$ cat src/rtl/calc_sequencer_if.sv
// rtl/calc_sequencer_if.sv - stack command/operand bus between calc_sequencer and the stack
interface calc_sequencer_if #(
  parameter int WIDTH = 32
);
  logic             stk_req;
  logic [2:0]       stk_op;
  logic [WIDTH-1:0] stk_data;
  logic             stk_ack;
  logic [WIDTH-1:0] stk_top;
  logic [WIDTH-1:0] stk_next;
  logic [3:0]       stk_count;

  modport master (
    output stk_req, stk_op, stk_data,
    input  stk_ack, stk_top, stk_next, stk_count
  );

  modport slave (
    input  stk_req, stk_op, stk_data,
    output stk_ack, stk_top, stk_next, stk_count
  );
endinterface

$ cat src/rtl/calc_sequencer.sv
// rtl/calc_sequencer.sv - numpad key sequencer issuing stack commands (macro CALC_MUL_EN: key D = multiply)
module calc_sequencer #(
  parameter int WIDTH = 32,
  parameter int DEPTH = 8
) (
  input  logic              clock,
  input  logic              reset,
  input  logic [4:0]        key_code,
  calc_sequencer_if.master  stk,
  output logic              busy,
  output logic              err
);

  localparam logic [2:0] OP_NOP       = 3'd0;
  localparam logic [2:0] OP_WRITE     = 3'd1;
  localparam logic [2:0] OP_PUSH      = 3'd2;
  localparam logic [2:0] OP_POP_WRITE = 3'd3;

  localparam logic [3:0] DEPTH_C = 4'(DEPTH);

`ifdef CALC_MUL_EN
  localparam int CNT_W = (WIDTH > 1) ? $clog2(WIDTH) : 1;
  localparam logic [CNT_W-1:0] LAST_ITER = CNT_W'(WIDTH - 1);

  typedef enum logic [1:0] {
    IDLE   = 2'd0,
    DECODE = 2'd1,
    ISSUE  = 2'd2,
    CALC   = 2'd3
  } state_t;
`else
  typedef enum logic [1:0] {
    IDLE   = 2'd0,
    DECODE = 2'd1,
    ISSUE  = 2'd2
  } state_t;
`endif

  state_t           state;
  logic [4:0]       prev_key;
  logic             armed;
  logic [3:0]       key_reg;
  logic             req_q;
  logic [2:0]       op_q;
  logic [WIDTH-1:0] data_q;

  logic             key_event;
  logic [3:0]       digit;
  logic             is_digit;
  logic [WIDTH+3:0] dig_full;
  logic             two_plus;
  logic             dec_issue;
  logic             dec_err;
  logic [2:0]       dec_op;
  logic [WIDTH-1:0] dec_data;

`ifdef CALC_MUL_EN
  logic [WIDTH-1:0] mul_a;
  logic [WIDTH-1:0] mul_b;
  logic [WIDTH-1:0] mul_acc;
  logic [CNT_W-1:0] mul_cnt;
  logic [WIDTH-1:0] mul_acc_nxt;
  logic             dec_mul;
`endif

  assign stk.stk_req  = req_q;
  assign stk.stk_op   = op_q;
  assign stk.stk_data = data_q;

  // A press fires only on a change to a new pressed code; armed stays low for
  // the first cycle after reset so a key held through reset is absorbed.
  assign key_event = armed && key_code[4] && (key_code != prev_key);
  assign two_plus  = (stk.stk_count >= 4'd2);

  // Map the latched key index onto a digit value.
  always_comb begin
    digit    = 4'd0;
    is_digit = 1'b1;
    case (key_reg)
      4'h0:    digit = 4'd1;
      4'h1:    digit = 4'd4;
      4'h2:    digit = 4'd7;
      4'h3:    digit = 4'd0;
      4'h4:    digit = 4'd2;
      4'h5:    digit = 4'd5;
      4'h6:    digit = 4'd8;
      4'h8:    digit = 4'd3;
      4'h9:    digit = 4'd6;
      4'hA:    digit = 4'd9;
      default: is_digit = 1'b0;
    endcase
  end

  // Digit entry result kept four bits wider so overflow past WIDTH is visible.
  assign dig_full = {4'b0000, stk.stk_top} * (WIDTH+4)'(10) + (WIDTH+4)'(digit);

`ifdef CALC_MUL_EN
  // One shift-add step: add the shifted multiplicand when the multiplier LSB is set.
  assign mul_acc_nxt = mul_b[0] ? (mul_acc + mul_a) : mul_acc;
`endif

  // Decide the command (or error) for the latched key from the live stack operands.
  always_comb begin
    dec_issue = 1'b0;
    dec_err   = 1'b0;
    dec_op    = OP_NOP;
    dec_data  = '0;
`ifdef CALC_MUL_EN
    dec_mul   = 1'b0;
`endif
    if (is_digit) begin
      if (|dig_full[WIDTH+3:WIDTH]) begin
        dec_err = 1'b1;
      end else begin
        dec_issue = 1'b1;
        dec_op    = OP_WRITE;
        dec_data  = dig_full[WIDTH-1:0];
      end
    end else begin
      case (key_reg)
        4'hC: begin
          if (stk.stk_count < DEPTH_C) begin
            dec_issue = 1'b1;
            dec_op    = OP_PUSH;
          end else begin
            dec_err = 1'b1;
          end
        end
        4'hD: begin
          if (two_plus) begin
            dec_issue = 1'b1;
            dec_op    = OP_POP_WRITE;
            dec_data  = stk.stk_next + stk.stk_top;
          end else begin
            dec_err = 1'b1;
          end
        end
        4'hE: begin
          if (two_plus) begin
            dec_issue = 1'b1;
            dec_op    = OP_POP_WRITE;
            dec_data  = stk.stk_next - stk.stk_top;
          end else begin
            dec_err = 1'b1;
          end
        end
        4'hB: begin
          dec_issue = 1'b1;
          if (two_plus) begin
            dec_op   = OP_POP_WRITE;
            dec_data = stk.stk_next;
          end else begin
            dec_op = OP_WRITE;
          end
        end
        4'hF: begin
`ifdef CALC_MUL_EN
          if (two_plus) begin
            dec_mul = 1'b1;
          end else begin
            dec_err = 1'b1;
          end
`else
          dec_issue = 1'b1;
          dec_op    = OP_WRITE;
`endif
        end
        default: ;
      endcase
    end
  end

  // Main sequencer: key capture, decode, optional multiply, command handshake.
  always_ff @(posedge clock) begin
    if (reset) begin
      state    <= IDLE;
      prev_key <= 5'b00000;
      armed    <= 1'b0;
      key_reg  <= 4'd0;
      req_q    <= 1'b0;
      op_q     <= OP_NOP;
      data_q   <= '0;
      busy     <= 1'b0;
      err      <= 1'b0;
`ifdef CALC_MUL_EN
      mul_a    <= '0;
      mul_b    <= '0;
      mul_acc  <= '0;
      mul_cnt  <= '0;
`endif
    end else begin
      prev_key <= key_code;
      armed    <= 1'b1;
      case (state)
        IDLE: begin
          if (key_event) begin
            key_reg <= key_code[3:0];
            state   <= DECODE;
            busy    <= 1'b1;
          end
        end
        DECODE: begin
`ifdef CALC_MUL_EN
          if (dec_mul) begin
            mul_a   <= stk.stk_next;
            mul_b   <= stk.stk_top;
            mul_acc <= '0;
            mul_cnt <= '0;
            state   <= CALC;
          end else
`endif
          if (dec_issue) begin
            req_q  <= 1'b1;
            op_q   <= dec_op;
            data_q <= dec_data;
            err    <= 1'b0;
            state  <= ISSUE;
          end else begin
            err   <= err | dec_err;
            busy  <= 1'b0;
            state <= IDLE;
          end
        end
`ifdef CALC_MUL_EN
        CALC: begin
          mul_acc <= mul_acc_nxt;
          mul_a   <= mul_a << 1;
          mul_b   <= mul_b >> 1;
          mul_cnt <= mul_cnt + 1'b1;
          if (mul_cnt == LAST_ITER) begin
            req_q  <= 1'b1;
            op_q   <= OP_POP_WRITE;
            data_q <= mul_acc_nxt;
            err    <= 1'b0;
            state  <= ISSUE;
          end
        end
`endif
        ISSUE: begin
          if (stk.stk_ack) begin
            req_q  <= 1'b0;
            op_q   <= OP_NOP;
            data_q <= '0;
            busy   <= 1'b0;
            state  <= IDLE;
          end
        end
        default: begin
          req_q <= 1'b0;
          op_q  <= OP_NOP;
          busy  <= 1'b0;
          state <= IDLE;
        end
      endcase
    end
  end

endmodule

$ cat src/flat_wrapper.sv
// flat-port wrapper written by rule: the top's interface ports become plain ports
module calc_sequencer_flat 
#(
  parameter int WIDTH = 32,
  parameter int DEPTH = 8
)
  (clock, reset, key_code, busy, err, stk_stk_req, stk_stk_op, stk_stk_data, stk_stk_ack, stk_stk_top, stk_stk_next, stk_stk_count);
  calc_sequencer_if #(.WIDTH(WIDTH)) stk_i ();
  input  logic clock;
  input  logic reset;
  input  logic [4:0] key_code;
  output logic busy;
  output logic err;
  output wire logic [$bits(stk_i.stk_req)-1:0] stk_stk_req;
  output wire logic [$bits(stk_i.stk_op)-1:0] stk_stk_op;
  output wire logic [$bits(stk_i.stk_data)-1:0] stk_stk_data;
  input wire logic [$bits(stk_i.stk_ack)-1:0] stk_stk_ack;
  input wire logic [$bits(stk_i.stk_top)-1:0] stk_stk_top;
  input wire logic [$bits(stk_i.stk_next)-1:0] stk_stk_next;
  input wire logic [$bits(stk_i.stk_count)-1:0] stk_stk_count;
  assign stk_stk_req = stk_i.stk_req;
  assign stk_stk_op = stk_i.stk_op;
  assign stk_stk_data = stk_i.stk_data;
  assign stk_i.stk_ack = stk_stk_ack;
  assign stk_i.stk_top = stk_stk_top;
  assign stk_i.stk_next = stk_stk_next;
  assign stk_i.stk_count = stk_stk_count;
  calc_sequencer #(.WIDTH(WIDTH), .DEPTH(DEPTH)) u_core (.clock(clock), .reset(reset), .key_code(key_code), .stk(stk_i), .busy(busy), .err(err));
endmodule
$ cat config.mk
export PLATFORM = sky130hd
export DESIGN_NAME = calc_sequencer_flat
export DESIGN_NICKNAME = d
export VERILOG_FILES = /design/src/rtl/calc_sequencer_if.sv /design/src/rtl/calc_sequencer.sv /design/src/flat_wrapper.sv
export SDC_FILE = /design/constraint.sdc
export NUM_CORES = 1
export LEC_CHECK = 0
export CAP_MARGIN = 0
export CORE_ASPECT_RATIO = 1.1
export CORE_MARGIN = 4
export CORE_UTILIZATION = 37
export CTS_CLUSTER_SIZE = 20
export DETAILED_ROUTE_END_ITERATION = 8
export GPL_TIMING_DRIVEN = 0
export PLACE_DENSITY_LB_ADDON = 0.1
export SYNTH_ARGS = -nofsm -noshare
export SYNTH_HDL_FRONTEND = slang
export SYNTH_SLANG_ARGS = --single-unit
$ cat constraint.sdc
create_clock -name clock -period 14.1 [get_ports clock]
set_input_delay 2.115 -clock clock [delete_from_list [all_inputs] [get_ports clock]]
set_output_delay 2.115 -clock clock [all_outputs]
set_load 0.02 [all_outputs]
== After elaboration in Yosys (flattened, before gate mapping) ==
Cells that the tools add are included.

* $mul: 1
* Magnitude comparators: 2
* Mux-type cells: 42
* $add $sub $neg: 3
* Bitwise operators: 2
* Reduce and logical (&&, ||, !) cells: 14
* Equality and inequality tests: 21

{| class="wikitable"
|+ Operator list
! kind !! number
|-
| 32-bit two-way mux || 7
|-
| 32-bit case mux with 3 select lines || 1
|-
| 32-bit case mux with 2 select lines || 1
|-
| 36-bit by 4-bit adder with 36-bit output || 1
|-
| 4-bit case mux with 9 select lines || 1
|-
| 32-bit by 3-bit multiplier with 35-bit output, second input constant || 1
|-
| 32-bit adder || 1
|-
| 4-bit equality test, second input constant || 8
|-
| 32-bit subtractor || 1
|-
| 1-bit two-way mux || 16
|-
| 4-bit by 3-bit equality test with 1-bit output, second input constant || 3
|-
| 2-bit two-way mux || 6
|-
| 3-bit case mux with 4 select lines || 1
|-
| 10-bit OR reduction || 1
|-
| 3-bit two-way mux || 3
|-
| 1-bit case mux with 3 select lines || 3
|-
| 3-bit case mux with 3 select lines || 1
|-
| 3-bit AND reduction || 3
|-
| 4-bit by 2-bit equality test with 1-bit output, second input constant || 2
|-
| 2-bit case mux with 3 select lines || 1
|-
| 5-bit != test || 1
|-
| 4-bit by 1-bit equality test with 1-bit output, second input constant || 1
|-
| 4-bit by 2-bit >= comparator with 1-bit output, second input constant || 1
|-
| 4-bit logical NOT || 1
|-
| other kinds (14) || 19
|}

* Input port bits: 76
* Output and inout port bits: 38
* Bits in registers: 50
* Logic and storage cells: 94

== Logic depth before layout (Yosys ltp) ==
Gate-level depths: netlist of the first run.

* Word-level depth: 8
* Gate-level depth with buffers: 18

== Worst setup path before layout of the first run ==
No wires, ideal clock.

* Path type: input -> register
* Start: input port stk_stk_top[1]
* End: register u_core.data_q[27] (netlist: u_core.stk.stk_data[27])
* Stages: 17
* Library setup time: 0.117 ns
* Required time: 13.983 ns
* Setup slack: 7.779 ns
* Arrival time: 6.204 ns
* Buffers on the path: 1
* Cell sequence: ha_1 ha_1 inv_1 fa_1 nor2b_1 o31a_1 or3_4 a211oi_1 xnor2_1 nor4b_1 nand4_1 or4_4 o21ai_4 nand4b_4 o211a_4 buf_6 a22o_1

* Word-level cells in the longest chain between the ends: 7
* Elaborated cells on any way between the ends: 16

{| class="wikitable"
|+ RTL lines
! what !! line !! source
|-
| start, declared || flat_wrapper.sv:18 || <nowiki>input wire logic [$bits(stk_i.stk_top)-1:0] stk_stk_top;</nowiki>
|-
| 32-bit by 3-bit multiplier with 35-bit output || calc_sequencer.sv:95 || <nowiki>assign dig_full = {4'b0000, stk.stk_top} * (WIDTH+4)'(10) + (WIDTH+4)'(digit);</nowiki>
|-
| 36-bit by 4-bit adder with 36-bit output || calc_sequencer.sv:95 ||
|-
| 4-bit OR reduction || calc_sequencer.sv:112 || <nowiki>if (|dig_full[WIDTH+3:WIDTH]) begin</nowiki>
|-
| 32-bit two-way mux / 1-bit two-way mux (equally long branches) || calc_sequencer.sv:112 ||
|-
| 32-bit two-way mux / 1-bit two-way mux (equally long branches) || calc_sequencer.sv:111 || <nowiki>if (is_digit) begin</nowiki>
|-
| 32-bit two-way mux / 2-bit by 1-bit != test with 1-bit output (equally long branches) || - ||
|-
| 32-bit case mux with 2 select lines / 3-bit AND reduction (equally long branches) || - ||
|-
| end signal, assigned || calc_sequencer.sv:215 || <nowiki>data_q <= dec_data;</nowiki>
|-
| end, declared || calc_sequencer.sv:45 || <nowiki>logic [WIDTH-1:0] data_q;</nowiki>
|}

Parallel ways exist; a longest one is shown, timed or not. The select of a mux whose other input is x is not followed.
A chain may end at the register's enable or synchronous reset.

== Final worst setup path of the first run ==
* Start: input port stk_stk_top[1]
* End: register u_core.data_q[8] (netlist: u_core.stk.stk_data[8])

Same word-level chain as after synthesis.

==> results of run 1 <==
[how the worst max path moves through the flow]
stage                     slack (ns)                      end  cells past startpoint           start
after floorplan                 7.78  u_core.stk.stk_data[27]                     17  stk_stk_top[1]
after global placement          6.01   u_core.stk.stk_data[8]                     18  stk_stk_top[1]
after detailed placement        5.97   u_core.stk.stk_data[9]                     18  stk_stk_top[1]
after CTS                       6.29   u_core.stk.stk_data[8]                     18  stk_stk_top[1]
after global routing            5.90   u_core.stk.stk_data[9]                     18  stk_stk_top[1]
final                           6.23   u_core.stk.stk_data[8]                     18  stk_stk_top[1]
[kinds of logic after synthesis]
logic type | synth area share
AO/OA/AOI/OAI | 0.350
XOR/XNOR | 0.0671
adder cells (fa/ha/maj) | 0.191
buffers and inverters | 0.0605
flip-flops | 0.114
multiplexers | 0.0107
other | 0.000435
AND/OR/NAND/NOR | 0.207
[worst register-to-register path: stages, from the launching register on]
cell and delay (ns):
dfxtp_1 0.31, clkbuf_1 0.28, clkbuf_1 0.39, xnor2_1 0.14, o32ai_1 0.27, ha_1 0.25
fa_1 0.25, a21oi_1 0.12, nor2_1 0.20, nand3_1 0.24, nor3_1 0.80, nor4b_1 0.50
nand4_1 0.21, nor3_1 0.51, nand2_1 0.14, xnor2_1 0.23, nand2_1 0.09, a32o_1 0.28
[power groups by stage]
stage                     sequential [uW]  combinational [uW]  clock (uW)
after global placement                146                 396           0
after floorplan                       148                 279           0
final                                 143                 404         128
after global routing                  144                 447         134
after detailed placement              147                 397           0
after CTS                             143                 399         131
[layout by cell type (no fill, tap or decap), types with 7 or more instances in the layout]
master,count
o21a_1,11
o22ai_1,29
o21bai_1,17
a21oi_1,113
mux2i_1,7
a22o_1,27
a211o_1,7
xnor2_1,44
a222oi_1,7
nor2_1,106
o21ai_0,60
nor4_1,13
or3_1,13
o31ai_1,7
nor3_1,32
nor2b_1,22
o211ai_1,12
o221ai_1,13
dfxtp_1,49
clkbuf_1,48
nand2_1,78
a221oi_1,8
ha_1,125
nand2b_1,12
a221o_1,10
xor2_1,22
nand4_1,18
a22oi_1,13
clkdlybuf4s50_1,111
inv_1,71
a31oi_1,17
a21o_1,25
a211oi_1,13
nand3_1,23
[per-stage QoR]
step	std cells	instance area, sq um	power [uW]	hold slack (ns)
2_1_floorplan	1179	8620	427	0.481
3_3_place_gp	1590	10100	542	0.453
3_5_place_dp	1591	10100	543	0.457
4_1_cts	1599	10300	674	0.479
5_1_grt	1599	10300	724	0.482
6_report	1599	10300	675	0.480
[cells in the mapped netlist (23+ instances only)]
master    count  area [sq um]
inv_1        71           267
nor2_1      106           398
o21ai_0      60           300
clkbuf_1     48           180
a21oi_1     113           566
a22o_1       27           236
xnor2_1      44           385
o22ai_1      29           181
nor3_1       32           160
a21o_1       25           188
ha_1        125          1560
nand3_1      23           115
nand2_1      78           293
dfxtp_1      49           981
[routing by layer]
| metal | global-route usage | vias to the layer above |
|---|---|---|
| met5 | 0 | - |
| li1 | - | 4683 |
| met3 | 0.0208 | 46 |
| met1 | 0.335 | 4543 |
| met2 | 0.400 | 361 |
| met4 | 0.0618 | 0 |
[area by class of cell]
type	count	area [sq um]	share of cell area
clock buffer	5	125	0.0122
tap	300	375	0.0366
multi-input combinational	1001	7120	0.693
buffer	58	255	0.0249
clock inverter	3	26.3	0.00256
timing repair buffer	112	1120	0.109
sequential	49	981	0.0955
inverter	71	267	0.0260
==> run summary, run 1 <==
status: complete, no violations
CTS Hold Buffers Added: 0
Largest register FFs: 32
CP Buf/Inv Count: 3
GRT Residual Overflow: 0
Max-Cap Viols: 0
quantity of I/O buffers inserted on ports: 111
WL met2: 15.1 mm
RR Endpoint: u_core.stk.stk_data[29]
Crit path top cell by count: ha_1
Sw Share: 0.453
RSZ-0062 raised after global routing: false
IO Count: 114
Reg2Reg Setup Slack: 8.76 ns
clock power share: 0.189
cell row count: 58
Crit-path slowest cell: nor4b_1
Worst Hold Class: flip-flop to flip-flop
Antenna Cells: 0
Ys Warns: 0
die area: 25,800 sq um
CTS resizes: 0
DP HPWL: 26.4 mm
fraction of layout cells with a size suffix above 1: 0.0354
Worst Path Max Fanout: 10
Max-slew headroom: 0.351
Max Fclk: 0.127 GHz
first-pass GRT wire length: 50.1 mm
GP Congestion: 0.955
Setup-failing EPs final: 0
EDFF count, synth: 0
Total Nets Final: 1,503
CP top delay family: simple AND/OR/NAND/NOR gates
DRT iter0 DRCs: 762
Post-Route WL: 32.7 mm
Int Pwr: 369 uW
P&R area growth vs syn: 19.1%
max-slew violation count: 0
Synth Flop Type: dfxtp_1
Seq pwr share: 0.212
critical-path cell list: clkdlybuf4s50_1, ha_1, ha_1, inv_1, fa_1, nor2b_1, o31a_1, or3_4, a211oi_1, xnor2_1, nor4b_1, nand3_1, nor4_1, nand4_1, nand4b_4, nor2_4, buf_4, a22o_1
type of element launching the critical path: input pin
Worst R2R Start: u_core.key_reg[2]
M1 wire length: 14.7 mm
Final period util: 0.558
Seq/Total Area, Yosys: 0.114
# DRC: 0
Syn Nets: 1,384
Clock Sinks: 49
hold path cells: 1
CP arrival: 8.06 ns
largest net degree at the start of global routing: 18
number of buffers created by CTS: 5
clk root buf: clkbuf_16
Layout fillers: 2,462
minimum clock period: 7.87 ns
gr usage total: 0.240
setup ws final: 6.23 ns
Clk Latency, worst-skew pair: 0.30 ns
Comb pwr share: 0.599
post-DR vias/cell: 6.02
Crit. End Element: flip-flop
Post-Syn Area: 8620 sq um
Async SR Flop Fraction: 0
clk_skew: 0.00917 ns
maximum vdd drop: 0.0412 mV
Core Footprint: 22,900 sq um
met3 wire len: 2.12 mm
Yosys cell types: 79
syn_area_per_cell: 7.31 sq um
final hold violations: 0
TritonCTS clock tree: built
number of global-route vias before repair: 9,030
CTS clk-pin slew, worst paths: 0.07 ns
Crit path largest cell delay: 0.77 ns
Post-Place Setup Slack: 5.97 ns
CP required: 14.29 ns
Post-Synthesis Cells: 1,179
H-tree depth reported by CTS: 2
post-synthesis register bit count: 49
die width: 154 um
Pleak: 0.00407 uW
R2R depth: 17
Hold Crit Endpoint: u_core.stk.stk_data[3]
routed vias: 9,633
antenna viol nets, final: 0
Bufs on Longest Clock Path: 2
worst-margin pin slew: 0.961 ns
antenna violations before repair: 0
critical path type: input pin to flip-flop
chip height: 168 um
starting density of the core: 0.376
drt first pass iters: 5
WL/cell: 20.4 um
fin util: 0.448
Power Density: 65.7 nW/um^2
Psw: 306 uW
setup TNS: 0 ns
Highest Signal Layer: met4
Setup Fix Bufs, Post-CTS: 0
HP Start: u_core.stk.stk_data[3]
Power figures use the tool's default switching activity.
==> inputs of run 2 (changes only) <==
==> constraint.sdc (replaced) <==
create_clock -name clock -period 7.45 [get_ports clock]
set_input_delay 1.1175 -clock clock [delete_from_list [all_inputs] [get_ports clock]]
set_output_delay 1.1175 -clock clock [all_outputs]
set_load 0.02 [all_outputs]
==> results of run 2 <==
Same layout as run 1 (identical final DEF). Status: complete, no violations.
Among the figures that moved: setup slack after placement 5.97 ns -> 0.321 ns; setup slack after layout 6.23 ns -> 0.576 ns; register-to-register setup slack 8.76 ns -> 2.11 ns; total power 675 uW -> 1280 uW; worst IR drop on VDD 0.0412 mV -> 0.0779 mV
